### config.mk
export PLATFORM = sky130hd
export DESIGN_NAME = layer_bridge
export DESIGN_NICKNAME = d
export VERILOG_FILES = /design/src/rtl/layer_bridge.sv
export SDC_FILE = /design/constraint.sdc
export NUM_CORES = 1
export LEC_CHECK = 0
export BUFFER_PORTS_ARGS = -buffer_cell sky130_fd_sc_hd__buf_4
export CAP_MARGIN = 30
export CORE_ASPECT_RATIO = 0.6
export CORE_MARGIN = 4
export CORE_UTILIZATION = 35
export CTS_CLUSTER_SIZE = 10
export DETAILED_ROUTE_END_ITERATION = 16
export PLACE_DENSITY = 0.5
export SETUP_SLACK_MARGIN = 0.4
export SYNTH_ARGS = -nofsm -noshare
export SYNTH_HDL_FRONTEND = slang
export SYNTH_SLANG_ARGS = --single-unit
### constraint.sdc
create_clock -name clk -period 17.2 [get_ports clk]
set_input_delay 0.86 -clock clk [delete_from_list [all_inputs] [get_ports clk]]
set_output_delay 0.86 -clock clk [all_outputs]
set_load 0.005 [all_outputs]
### src/rtl/layer_bridge.sv
// Collects one layer's parallel neuron outputs, double-buffers the vector,
// streams it over valid/ready and optionally reports a signed argmax.
module layer_bridge #(
    parameter int NN         = 10,
    parameter int DATA_WIDTH = 16,
    parameter int IDX_WIDTH  = 4
) (
    input  logic                     clk,
    input  logic                     rst,
    input  logic [NN-1:0]            x_valid,
    input  logic [NN*DATA_WIDTH-1:0] x_in,
    output logic                     in_ready,
    input  logic                     argmax_en,
    output logic [DATA_WIDTH-1:0]    out_data,
    output logic                     out_valid,
    input  logic                     out_ready,
    output logic                     out_last,
    output logic [IDX_WIDTH-1:0]     max_idx,
    output logic [DATA_WIDTH-1:0]    max_val,
    output logic                     max_valid,
    output logic                     overflow,
    input  logic                     clr_overflow
);

    typedef enum logic [1:0] {
        IDLE,
        STREAM,
        REPORT
    } state_t;

    state_t state, state_nxt;

    logic [DATA_WIDTH-1:0] coll  [NN];
    logic [DATA_WIDTH-1:0] drain [NN];
    logic [NN-1:0]         flags;
    logic [IDX_WIDTH-1:0]  idx;
    logic                  mode;
    logic [DATA_WIDTH-1:0] run_val;
    logic [IDX_WIDTH-1:0]  run_idx;

    logic                  full;
    logic                  xfer;
    logic                  accept;
    logic                  last_beat;
    logic                  better;
    logic                  ovf_set;
    logic [DATA_WIDTH-1:0] cur;
    logic [DATA_WIDTH-1:0] nxt_val;
    logic [IDX_WIDTH-1:0]  nxt_idx;

    assign full      = &flags;
    assign in_ready  = !full;
    assign xfer      = full && (state == IDLE);
    assign accept    = out_valid && out_ready;
    assign last_beat = (idx == IDX_WIDTH'(NN - 1));
    // Refills racing a transfer belong to the next vector, not an overflow.
    assign ovf_set   = |(x_valid & flags & ~{NN{xfer}});

    always_comb begin
        cur = '0;
        for (int i = 0; i < NN; i++) begin
            if (idx == IDX_WIDTH'(i)) cur = drain[i];
        end
    end

    // Strict compare keeps the lower index on ties.
    assign better  = (idx == '0) || ($signed(cur) > $signed(run_val));
    assign nxt_val = better ? cur : run_val;
    assign nxt_idx = better ? idx : run_idx;

    always_comb begin
        state_nxt = state;
        out_valid = 1'b0;
        out_last  = 1'b0;
        out_data  = '0;
        max_valid = 1'b0;
        unique case (state)
            IDLE: begin
                if (xfer) state_nxt = STREAM;
            end
            STREAM: begin
                out_valid = 1'b1;
                out_data  = cur;
                out_last  = last_beat;
                if (out_ready && last_beat) begin
                    state_nxt = mode ? REPORT : IDLE;
                end
            end
            REPORT: begin
                max_valid = 1'b1;
                state_nxt = IDLE;
            end
            default: state_nxt = IDLE;
        endcase
    end

    always_ff @(posedge clk or posedge rst) begin
        if (rst) begin
            flags <= '0;
            for (int i = 0; i < NN; i++) coll[i] <= '0;
        end else begin
            for (int i = 0; i < NN; i++) begin
                if (x_valid[i] && (!flags[i] || xfer)) begin
                    coll[i] <= x_in[i*DATA_WIDTH +: DATA_WIDTH];
                end
                flags[i] <= x_valid[i] || (flags[i] && !xfer);
            end
        end
    end

    always_ff @(posedge clk or posedge rst) begin
        if (rst) begin
            state   <= IDLE;
            idx     <= '0;
            mode    <= 1'b0;
            run_val <= '0;
            run_idx <= '0;
            max_val <= '0;
            max_idx <= '0;
            for (int i = 0; i < NN; i++) drain[i] <= '0;
        end else begin
            state <= state_nxt;
            if (xfer) begin
                for (int i = 0; i < NN; i++) drain[i] <= coll[i];
                mode <= argmax_en;
                idx  <= '0;
            end
            if (accept) begin
                idx     <= last_beat ? '0 : idx + 1'b1;
                run_val <= nxt_val;
                run_idx <= nxt_idx;
                if (last_beat && mode) begin
                    max_val <= nxt_val;
                    max_idx <= nxt_idx;
                end
            end
        end
    end

    always_ff @(posedge clk or posedge rst) begin
        if (rst) begin
            overflow <= 1'b0;
        end else if (ovf_set) begin
            overflow <= 1'b1;
        end else if (clr_overflow) begin
            overflow <= 1'b0;
        end
    end

endmodule
==> metrics <==
Starting Density=35.5%; Post-synth EDFFs=0; async set-reset flop share out of synthesis=100%; vias in the first global route=12100; most frequent cells in the layout=nand2_1 (555), dfrtp_1 (377), buf_4 (230), mux2_2 (183), o21ai_0 (53); antenna cells=0; crit path max fanout=69; I/O Buffers=215; grt total ovfl=0; area grow syn2layout=20.1%; Design Power=4.29 mW; post-CTS sizing=0; commonest non-fill, non-tap cell in the layout=nand2_1; placed cells=2318; TritonCTS Buffers=43; drt first-iter violations=1034; DR pass1 iterations=7; number of core rows=61; total track usage=19.8%; Worst-Margin Slew=924 ps; Final Critical Period=5280 ps; PD cells=217 mW/mm²; Pint=2.58 mW; Synth Flop Type=dfrtp_1; largest net degree at the start of global routing=110; relative slew slack=37.9%; fin nets=1926; clk_skew=21.9 ps; Startpoint Class=flip-flop; unrepaired setup endpoints after global routing=no; sequential fraction of the synthesis area=57.4%; Vias=11900; Distinct cells, synth=59; final setup TNS=0 ps; Tcrit/Tclk final=30.7%; final hold slack=460 ps; Peak VDD IR=0.154 mV; switching share of power=39.8%; HPWL Detailed=37300 µm; Fillers=4620; initial antenna violation count=0; hold_buf cts=0; Clock Tree Buf Depth=3; WP data arrival=5700 ps; Post-Syn Instances=1539; Ys Warns=0; final RePlAce weighted congestion=0.914; Num Clock Sinks=378; Final Hold Viols=0; max-cap violations=0; Setup-failing EPs final=0; Mapped Area=0.0165 mm²; CTS tree=done; Comb pwr share=43.5%; Die H=176 µm; Clk Latency, worst-skew pair=550 ps; CTS HTree Levels=2; Sequential Power Share=37.8%; Post-CTS Setup Bufs=0; P_leak=9.69 nW; post-detailed-route count of antenna-violating nets=0; CP Class=flip-flop to flip-flop; status=completed; worst hold path type=flip-flop to flip-flop; synthesis-stage register bit count=378; Clock transition at path regs=50 ps; Mean Syn Cell Area=10.7 µm²; Final Max Slew Viols=0; share of post-route cells with drive strength above 1=27.9%; DRC=0; Die Area=0.0507 mm²; WL final=50500 µm; Clock power frac=18.7%; DR vias/cell=5.04; die extent in x=288 µm; routed len/inst=21.3 µm; Sw Pwr=1.71 mW; required time of the worst setup path=17620 ps; crit path capture type=flip-flop; I/O Pins=216; Core ar.=0.0464 mm²; final cell count without fillers=2368; Fmax achieved=190 MHz; global-route wire length before repair=75700 µm; Root Buffer=clkbuf_16; post-synth net total=1730
-- worst max-delay path, cell delays in order, from the launching register on --
cell	delay, ps
dfrtp_2	360
buf_4	680
nor2b_1	630
a22oi_1	180
o21a_1	200
o31ai_1	590
ha_1	390
nand4_1	170
and4bb_1	220
a21o_1	170
nand2_1	80
mux2i_2	80
nor2_1	660
buf_4	360
mux2_2	360
-- cell families (layout without fill, tap and decap cells) --
kind of cell	count (synthesis)	count (layout)	share of synthesized area, %
AOI/OAI and AO/OA	150	150	5.80
xor gates and xnor gates	1	1	0.0532
adders and majority gates	16	16	1.21
buffers and inverters	107	306	3.13
DFF	378	378	57.4
muxes	227	227	15.8
and+or+nand+nor	660	660	16.6
-- flip-flops by register name, summed over array words and instances, names as in the netlist --
name and count:
flags 10, drain 160, coll 160, idx 4
run_val 16, mode 1, max_idx 4, max_val 16
state 2, run_idx 4, overflow 1
-- final timing paths --
| kind | start | endpoint | slack (ps) | cells after the start |
|---|---|---|---|---|
| max in group asynchronous | rst | run_val[1] | 14490 | 4 |
| max | idx[0] | run_val[11] | 11920 | 14 |
| min | coll[56] | drain[56] | 460 | 2 |
| max reg2reg | idx[0] | run_val[11] | 11920 | 14 |
| min reg2reg | coll[56] | drain[56] | 460 | 2 |
| min in group asynchronous | rst | coll[101] | 480 | 2 |
-- cells in the mapped netlist (all sizes together), types with 10 or more instances --
| library cell | instances | area [µm²] |
|---|---|---|
| clkbuf | 49 | 184 |
| a22oi | 11 | 82.6 |
| mux2i | 36 | 360 |
| nand2b | 10 | 62.6 |
| nand2 | 566 | 2180 |
| a31oi | 10 | 62.6 |
| mux2 | 183 | 2060 |
| nor2 | 19 | 71.3 |
| inv | 25 | 93.8 |
| a21oi | 26 | 130 |
| buf | 32 | 234 |
| and2 | 14 | 87.6 |
| ha | 16 | 200 |
| nand3 | 11 | 55.1 |
| dfrtp | 378 | 9460 |
| o21ai | 54 | 270 |
-- through the flow --
step	area (µm²)	worst slack, ps	utilization, %
CTS	19700	11950	42.5
global route	19800	11490	42.6
finish	19800	11920	42.6
detailed placement	18600	11970	40.1
floorplan	16500	5840	-
global placement	18600	12060	40.1
-- final cells by class --
cell class / count / area, µm² / share of cell area (%)
Sequential cell: 378 / 9460 / 47.8
Multi-Input combinational cell: 1054 / 6510 / 32.9
Timing Repair Buffer: 232 / 1780 / 9.00
Clock buffer: 48 / 1140 / 5.75
Tap cell: 630 / 788 / 3.98
Inverter: 26 / 105 / 0.531
-- layer usage --
metal	track usage [%]	part of all wire (%)
met1	31.5	50
met2	27.7	41
met3	4.85	7.4
met4	3.06	1.1
met5	0	0
-- power by group through the flow --
stage	sequential (mW)	combinational (mW)	clock, mW
after floorplan	1.46	1.34	0
after global placement	1.62	1.84	0
after detailed placement	1.62	1.87	0
after CTS	1.61	1.88	0.825
after global routing	1.66	2.07	0.858
final	1.62	1.87	0.801
Power figures use the tool's default switching activity.
